`config.mk`:
```
export PLATFORM = sky130hd
export DESIGN_NAME = hazard_ctrl
export DESIGN_NICKNAME = d
export VERILOG_FILES = /design/src/rtl/hazard_ctrl_pkg.sv /design/src/rtl/hazard_ctrl_wr_scoreboard.sv /design/src/rtl/hazard_ctrl.sv
export SDC_FILE = /design/constraint.sdc
export NUM_CORES = 1
export LEC_CHECK = 0
export BUFFER_PORTS_ARGS = -buffer_cell sky130_fd_sc_hd__buf_2
export CAP_MARGIN = 10
export CELL_PAD_IN_SITES_DETAIL_PLACEMENT = 0
export CELL_PAD_IN_SITES_GLOBAL_PLACEMENT = 1
export CORE_MARGIN = 4
export CORE_UTILIZATION = 36
export CTS_CLUSTER_DIAMETER = 50
export DETAILED_ROUTE_END_ITERATION = 16
export PLACE_DENSITY = 0.86
export SETUP_SLACK_MARGIN = 0.5
export SLEW_MARGIN = 20
export SYNTH_ARGS = -nofsm -noshare
export SYNTH_HDL_FRONTEND = slang
export SYNTH_SLANG_ARGS = --single-unit
```
`constraint.sdc`:
```
create_clock -name clk -period 1.7 [get_ports clk]
set_input_delay 0.17 -clock clk [delete_from_list [all_inputs] [get_ports clk]]
set_output_delay 0.17 -clock clk [all_outputs]
set_load 0.005 [all_outputs]
```
`src/rtl/hazard_ctrl_pkg.sv`:
```
// Shared processor definitions for the pipeline hazard controller:
// control FSM encoding and the NOP control word injected as a bubble.
package hazard_ctrl_pkg;

  typedef enum logic [1:0] {
    ST_RUN   = 2'd0,
    ST_HAZ   = 2'd1,
    ST_FLUSH = 2'd2,
    ST_HOLD  = 2'd3
  } hz_state_e;

  typedef struct packed {
    logic wr_en;
    logic beq;
    logic bneq;
    logic mem_wr;
  } ctrl_word_t;

  localparam ctrl_word_t NOP_CTRL = '{wr_en: 1'b0, beq: 1'b0, bneq: 1'b0, mem_wr: 1'b0};

endpackage

```
`src/rtl/hazard_ctrl_wr_scoreboard.sv`:
```
// In-flight destination tracker: one {valid, addr} entry per stage (EX first),
// shifting each cycle unless frozen, with source-operand compare against all entries.
module wr_scoreboard #(
  parameter int unsigned AW    = 5,
  parameter int unsigned DEPTH = 3
) (
  input  logic          clk,
  input  logic          reset_n,
  input  logic          freeze,
  input  logic          ins_valid,
  input  logic [AW-1:0] ins_addr,
  input  logic [AW-1:0] cmp_a,
  input  logic [AW-1:0] cmp_b,
  input  logic          cmp_b_en,
  output logic          hit,
  output logic          hit_next
);

  logic [DEPTH-1:0]         valid_q, valid_d;
  logic [DEPTH-1:0][AW-1:0] addr_q,  addr_d;

  always_comb begin
    valid_d = valid_q;
    addr_d  = addr_q;
    if (!freeze) begin
      valid_d[0] = ins_valid;
      addr_d[0]  = ins_addr;
      for (int unsigned i = 1; i < DEPTH; i++) begin
        valid_d[i] = valid_q[i-1];
        addr_d[i]  = addr_q[i-1];
      end
    end
  end

  // hit_next excludes the oldest stage: only those matches survive the next shift.
  always_comb begin
    hit      = 1'b0;
    hit_next = 1'b0;
    for (int unsigned i = 0; i < DEPTH; i++) begin
      if (valid_q[i] && ((addr_q[i] == cmp_a) || (cmp_b_en && (addr_q[i] == cmp_b)))) begin
        hit = 1'b1;
        if (i + 1 < DEPTH) hit_next = 1'b1;
      end
    end
  end

  always_ff @(posedge clk) begin
    if (!reset_n) begin
      valid_q <= '0;
      addr_q  <= '0;
    end else begin
      valid_q <= valid_d;
      addr_q  <= addr_d;
    end
  end

endmodule

```
`src/rtl/hazard_ctrl.sv`:
```
// Pipeline hazard controller: RAW stall, branch flush and memory-busy hold
// sequencing for a 5-stage pipeline, plus a saturating stall-cycle counter.
module hazard_ctrl
  import hazard_ctrl_pkg::*;
#(
  parameter int unsigned REGFILE_ADDR_WIDTH = 5,
  parameter int unsigned TRACK_DEPTH        = 3,
  parameter int unsigned CNT_WIDTH          = 16
) (
  input  logic                          clk,
  input  logic                          reset_n,
  input  logic                          id_valid,
  input  logic [REGFILE_ADDR_WIDTH-1:0] id_R1_addr,
  input  logic [REGFILE_ADDR_WIDTH-1:0] id_R2_addr,
  input  logic                          id_imm_sel,
  input  logic                          id_WR_en,
  input  logic [REGFILE_ADDR_WIDTH-1:0] id_WR_addr,
  input  logic                          ex_beq,
  input  logic                          ex_bneq,
  input  logic                          ex_zero,
  input  logic                          mem_busy,
  output logic                          stall_out,
  output logic                          bubble_out,
  output logic                          flush_out,
  output logic                          pc_branch_sel_out,
  output logic [CNT_WIDTH-1:0]          stall_cnt_out
);

  hz_state_e                     state_q, state_d;
  logic [CNT_WIDTH-1:0]          stall_cnt_q, stall_cnt_d;
  logic                          branch_taken, take_br, raw, raw_persist;
  logic                          hit, hit_next, freeze, ins_valid;
  logic [REGFILE_ADDR_WIDTH-1:0] ins_addr;

  wr_scoreboard #(
    .AW    (REGFILE_ADDR_WIDTH),
    .DEPTH (TRACK_DEPTH)
  ) u_wr_scoreboard (
    .clk       (clk),
    .reset_n   (reset_n),
    .freeze    (freeze),
    .ins_valid (ins_valid),
    .ins_addr  (ins_addr),
    .cmp_a     (id_R1_addr),
    .cmp_b     (id_R2_addr),
    .cmp_b_en  (~id_imm_sel),
    .hit       (hit),
    .hit_next  (hit_next)
  );

  // A held cycle defers a taken branch; once mem_busy drops HOLD behaves like RUN.
  always_comb begin
    branch_taken      = (ex_beq & ex_zero) | (ex_bneq & ~ex_zero);
    take_br           = branch_taken & ~((state_q == ST_HOLD) & mem_busy);
    raw               = id_valid & hit;
    raw_persist       = id_valid & hit_next;
    state_d           = ST_RUN;
    stall_out         = 1'b0;
    bubble_out        = 1'b0;
    flush_out         = 1'b0;
    pc_branch_sel_out = 1'b0;
    freeze            = 1'b0;
    if (state_q == ST_FLUSH) begin
      flush_out         = 1'b1;
      bubble_out        = 1'b1;
      pc_branch_sel_out = branch_taken;
    end else if (take_br) begin
      flush_out         = 1'b1;
      bubble_out        = 1'b1;
      pc_branch_sel_out = 1'b1;
      state_d           = ST_FLUSH;
    end else if (mem_busy) begin
      stall_out = 1'b1;
      freeze    = 1'b1;
      state_d   = ST_HOLD;
    end else if (raw) begin
      stall_out  = 1'b1;
      bubble_out = 1'b1;
      state_d    = raw_persist ? ST_HAZ : ST_RUN;
    end
    if (!reset_n) begin
      stall_out         = 1'b0;
      bubble_out        = 1'b0;
      flush_out         = 1'b0;
      pc_branch_sel_out = 1'b0;
    end
  end

  always_comb begin
    ins_valid = bubble_out ? NOP_CTRL.wr_en : (id_WR_en & id_valid);
    ins_addr  = bubble_out ? '0 : id_WR_addr;
    stall_cnt_d = stall_cnt_q;
    if (stall_out && (stall_cnt_q != '1)) stall_cnt_d = stall_cnt_q + CNT_WIDTH'(1);
  end

  always_ff @(posedge clk) begin
    if (!reset_n) begin
      state_q     <= ST_RUN;
      stall_cnt_q <= '0;
    end else begin
      state_q     <= state_d;
      stall_cnt_q <= stall_cnt_d;
    end
  end

  assign stall_cnt_out = stall_cnt_q;

endmodule

```
==> results of run 1 <==
[cells in the mapped netlist (all sizes together)]
cell type / count
a211oi: 1
a21boi: 3
a21oi: 5
a22o: 15
a22oi: 1
a31o: 1
a32o: 1
a41oi: 1
and2: 5
and2b: 1
and3: 9
and4: 1
buf: 1
clkbuf: 6
dfxtp: 36
ha: 1
inv: 2
mux2: 1
mux2i: 13
nand2: 20
nand2b: 7
nand3: 9
nand4: 9
nor2: 5
nor2b: 3
nor3: 1
nor3b: 1
nor4: 4
nor4b: 2
o21a: 1
o41ai: 1
xnor2: 10
xor2: 22
[final cells by class]
cell class | count | area (µm²)
Clock buffer | 7 | 96.3
Fill cell | 442 | 2100
Sequential cell | 36 | 743
Timing Repair Buffer | 98 | 711
Tap cell | 70 | 87.6
Inverter | 2 | 7.51
Multi-Input combinational cell | 154 | 1400
[cell families (layout without fill, tap and decap cells)]
logic type | after synthesis | in the layout
buffers and inverters | 9 | 107
XOR/XNOR | 32 | 32
AND/OR/NAND/NOR | 77 | 77
AO/OA/AOI/OAI | 30 | 30
flip-flops | 36 | 36
multiplexers | 14 | 14
adder cells (fa/ha/maj) | 1 | 1
[worst max-delay path, cell delays in order, from the launching register on]
cell	delay [ns]
dfxtp_2	0.35
xnor2_2	0.19
nand4_1	0.17
nor4b_4	0.36
o41ai_4	0.09
buf_4	0.16
buf_6	0.11
a21oi_2	0.10
buf_2	0.13
[per-layer routing]
layer	vias up	track usage, %	part of all wire (%)
met5	-	0	0
met2	37	27.3	49
met1	854	20.0	43
li1	910	-	-
met3	8	4.77	5.2
met4	0	6.08	2.7
[stage by stage]
stage	worst slack, ns	util (%)	setup TNS, ns
CTS	-0.454	56.0	-7.95
detailed placement	-0.307	49.9	-5.14
floorplan	-0.119	-	-1.54
global route	-0.557	59.2	-10.49
finish	-0.440	59.2	-7.85
global placement	-0.279	49.9	-4.38
[path summary, 6_finish.rpt]
kind	end	slack, ns	depth (start not counted)
setup / recovery	stall_out	-0.44	8
hold / removal	u_wr_scoreboard.addr_q[2]	0.09	2
setup reg to reg	u_wr_scoreboard.valid_q[0]	-0.38	9
hold reg to reg	stall_cnt_out[7]	0.49	2
[report_power, final]
group          internal [mW]  switching [mW]
combinational          0.216           0.178
sequential             0.863          0.0248
clock                  0.361           0.302
[sequential cells by signal, summed over array words and instances (netlist names)]
signal / flops
u_wr_scoreboard.valid_q: 3
u_wr_scoreboard.addr_q: 15
stall_cnt_out: 16
state_q: 2
[layout by cell type, fill, tap and decap left out, drive strengths merged, types with 2 or more instances in the layout]
cell     n
a21boi   3
a21oi    5
a22o    15
and2     5
and3     9
buf     98
clkbuf   7
dfxtp   36
inv      2
mux2i   13
nand2   20
nand2b   7
nand3    9
nand4    9
nor2     5
nor2b    3
nor4     4
nor4b    2
xnor2   10
xor2    22
[timing repair]
item,CTS,global route
resized for setup,28,25
cloned,1,0
setup endpoints to repair,38,39
pin swaps,17,28
buffers inserted,8,3
==> flow_summary_export.csv, run 1 <==
group,metric,value,unit
status,violations,"setup timing",
sta,whs,0.0883,ns
synth,synth_xor_area_share,14.6,%
synth,synth_adder_area_share,0.651,%
cts,cts_tree,"built",
cells_and_area,fin_area,3040,µm²
synth,synth_top_family_by_area,"simple AND/OR/NAND/NOR gates",
sta,fin_skew,0.00485,ns
sta,slew_violations,0,
placed_design,placed_area,2560,µm²
synth,yosysTopAreaCellShare,37.5,%
synth,ys_ff_latch,36,
synth,synth_area,1920,µm²
worst_setup_path,cp-end-kind,"output port",
synth,synth_area_leader_cell,"dfxtp_1",
synth,synth_seq_area_share,37.5,%
global_route,grt_overflow,0,
die,fp.dieArea,6570,µm²
global_route,grt_use_total,16.4,%
global_route,grt_pass1_wl,8310,µm
global_route,grt_pass1_vias,1844,
worst_setup_path,crit_start,"u_wr_scoreboard.addr_q[3]",
power_and_ir_drop,total_leakage_power,1.47,nW
sta,rsz0062_at_grt,"true",
cells_and_area,final_cell_count_no_fill,367,
synth,avgSynthCellArea,9.66,µm²
flow_run,drv_cap,0,
drt,postRouteWirelength,5190,µm
drt,drt-vias-per-instance,4.93,
cells_and_area,nNetsFinal,322,
power_and_ir_drop,peakVddDrop,413,µV
cts,numCtsBuffers,5,
drt,num_vias,1809,
worst_setup_path,required,1.53,ns
die,fp.dieH,81.1,µm
cells_and_area,area_growth,58.4,%
status,outcome,"complete, but fails checks",
sta,worstMarginPinSlew,0.380,ns
worst_setup_path,arrival,1.97,ns
placed_design,placed_cells,348,
die,top_level_ports,44,
worst_setup_path,start_kind,"flip-flop",
global_route,antenna_found_initial,0,
worst_setup_path,cp_max_fo,3,
cts,root_buffer,"clkbuf_8",
drt,route.detailed.drc,0,
cts,htree_num_levels,2,
drt,wire_per_inst,14.1,µm
placed_design,place.gp.congestion,0.897,
synth,synth.area.mux_share,7.55,%
die,design.core.area,5140,µm²
drt,drtIter0Drc,82,
placed_design,io_buffers,43,
synth,synthCells,199,
sta,finalHoldViolations,0,
synth,ys_types,36,
placed_design,dp.final_hpwl,3510,µm
cells_and_area,drive_gt1_share,53.9,%
sta,setup_ws,-0.440,ns
cts,postCtsHoldBufs,0,
synth,synth-simple-area-share,23.0,%
cts,clk_latency,0.29,ns
synth,synth_compound_area_share,14.6,%
worst_setup_path,r2r_start,"u_wr_scoreboard.addr_q[3]",
drt,drtAntennaViolNets,0,
die,die_w,81.1,µm
cts,cts.path.max_buffers,2,
hold_path,hold_path.class,"input port to flip-flop",
hold_path,hold_start,"id_WR_addr[2]",
sta,max_freq,467,MHz
sta,finalCritPeriodShare,126,%
worst_setup_path,critPathKind,"flip-flop to output port",
die,num_rows,26,
cells_and_area,n_antenna_cell,0,
synth,synth_nets,224,
sta,setup_viol,24,
global_route,grt_max_degree,30,
die,initial_utilization,37.4,%
power_and_ir_drop,finalPower,1.94,mW
sta,relSlewSlack,74.6,%
cts,cts_sinks,36,
cts,clk_pin_slew_worst_paths,0.07,ns
drt,first_pass_iters,4,
power_and_ir_drop,p_per_area,639,nW/µm²
sta,finalCriticalPeriod,2.14,ns
synth,yosys_warnings,0,
synth,synthTopCellsByArea,"dfxtp_1 (38%), xor2_1 (10%), a22o_1 (6.8%), mux2i_1 (6.8%), xnor2_1 (4.6%)",
Note: power is estimated with default switching activity, not from simulation.
==> run 2, diff against run 1 <==
Settings changed: SETUP_SLACK_MARGIN 0.5 to default.
==> run 2 against run 1 <==
  * The flow still finishes with violations (setup timing)
  * Count of clock-buffer cells in the layout is the same
  * Critical path depth shrank 1
  * Cell area shrank 7.5%
==> flow_summary_export.csv, run 2 (synthesis results as in run 1) <==
group,metric,value,unit
cts,clk_latency,0.29,ns
worst_setup_path,cp_max_fo,3,
cts,root_buffer,"clkbuf_8",
drt,drtIter0Drc,67,
sta,worstMarginPinSlew,0.327,ns
sta,setup_ws,-0.429,ns
cts,htree_num_levels,2,
cells_and_area,drive_gt1_share,46.4,%
cells_and_area,nNetsFinal,314,
sta,slew_violations,0,
cells_and_area,largest_reg_flops,16,
power_and_ir_drop,p_per_area,665,nW/µm²
placed_design,dp.final_hpwl,3690,µm
cells_and_area,seqCellArea,738,µm²
die,design.core.area,5140,µm²
sta,finalCritPeriodShare,125,%
global_route,grt_max_degree,29,
status,outcome,"complete, but fails checks",
cells_and_area,layout_common_cells,"buf_4 (44), buf_2 (43), dfxtp_1 (26), nand2_1 (20), xor2_1 (19)",
placed_design,place.gp.congestion,0.790,
die,initial_utilization,37.4,%
worst_setup_path,required,1.53,ns
hold_path,hold_path.class,"input port to flip-flop",
worst_setup_path,critPathKind,"flip-flop to output port",
global_route,grt_pass1_wl,8140,µm
flow_run,drv_cap,0,
global_route,grt_pass1_vias,1799,
cts,clk_pin_slew_worst_paths,0.07,ns
sta,fin_skew,0.00757,ns
cts,numCtsBuffers,5,
die,top_level_ports,44,
cells_and_area,fill_cells,486,
sta,finalCriticalPeriod,2.13,ns
drt,wire_per_inst,14.0,µm
power_and_ir_drop,total_leakage_power,1.37,nW
cells_and_area,n_antenna_cell,0,
cts,cts.path.max_buffers,2,
die,fp.dieH,81.1,µm
cells_and_area,multi_input_area,1300,µm²
status,violations,"setup timing",
drt,drt-vias-per-instance,4.98,
die,fp.dieArea,6570,µm²
cts,cts_sinks,36,
worst_setup_path,start_kind,"flip-flop",
placed_design,placed_area,2550,µm²
cells_and_area,final_common_cell,"buf_4",
sta,rsz0062_at_grt,"true",
drt,first_pass_iters,4,
drt,postRouteWirelength,5030,µm
power_and_ir_drop,finalPower,1.87,mW
global_route,antenna_found_initial,0,
cells_and_area,fin_area,2820,µm²
placed_design,io_buffers,43,
worst_setup_path,arrival,1.96,ns
cts,postCtsHoldBufs,0,
worst_setup_path,reg2reg_slack,-0.39,ns
die,num_rows,26,
sta,max_freq,470,MHz
cells_and_area,area_growth,46.5,%
drt,route.detailed.drc,0,
cts,cts_tree,"built",
power_and_ir_drop,peakVddDrop,529,µV
global_route,grt_use_total,16.5,%
sta,relSlewSlack,78.2,%
worst_setup_path,cp-end-kind,"output port",
sta,finalHoldViolations,0,
die,die_w,81.1,µm
drt,drtAntennaViolNets,0,
drt,num_vias,1788,
placed_design,place_ws,-0.292,ns
global_route,grt_overflow,0,
sta,setup_viol,24,
run 2: cell types whose count changed in the layout (fill, tap and decap cells not counted), moves of 3 or more:
cell	previous run	this run
xor2_2	7	3
xnor2_2	3	6
nand3_1	3	7
nand3_2	5	2
xor2_1	15	19
nand2_1	16	20
buf_6	10	2
run 2: final timing paths:
check	cells after the start	from	end
setup reg to reg	10	u_wr_scoreboard.addr_q[0]	stall_cnt_out[6]
hold reg to reg	2	stall_cnt_out[7]	stall_cnt_out[7]
setup / recovery	7	u_wr_scoreboard.addr_q[0]	bubble_out
hold / removal	2	id_WR_addr[4]	u_wr_scoreboard.addr_q[4]
run 2: power by group:
part           internal, mW  switching, mW
clock network         0.361          0.302
registers             0.863         0.0213
logic                 0.169          0.157
total                  1.39          0.481
run 2: final cells by class:
class / instances / area share, %
Sequential cell: 36 / 26.2
Timing Repair Buffer: 90 / 20.9
Inverter: 2 / 0.267
Tap cell: 70 / 3.11
Clock buffer: 7 / 3.42
Multi-Input combinational cell: 154 / 46.1
run 2: through the flow:
step | setup TNS [ns] | util [%] | std cells | hold slack (ns)
finish | -8.24 | 54.8 | 359 | 0.0842
global route | -11.17 | 54.8 | 359 | 0.0864
CTS | -7.10 | 53.4 | 358 | 0.0801
detailed placement | -5.74 | 49.6 | 348 | 0.392
global placement | -4.46 | 49.6 | 348 | 0.383
floorplan | -1.56 | - | 199 | 0.296
run 2: timing repair:
item,CTS,global route
endpoints found under the setup margin,36,28
resized for setup,13,11
pin swaps,8,4
buffers inserted,3,1
run 2: per-layer routing:
metal / vias to the layer above / wire length [µm] / global-route usage, %
met3: 11 / 247 / 4.77
met2: 40 / 2530 / 28.3
li1: 892 / - / -
met1: 845 / 2140 / 19.1
met5: - / 0 / 0
met4: 0 / 108 / 6.76
run 2: worst max-delay path: stages (launching register included):
cell	delay (ns)
dfxtp_2	0.36
xor2_1	0.17
nor4_2	0.07
and3_4	0.16
o41ai_4	0.37
and3_4	0.24
and2b_1	0.18
buf_2	0.12
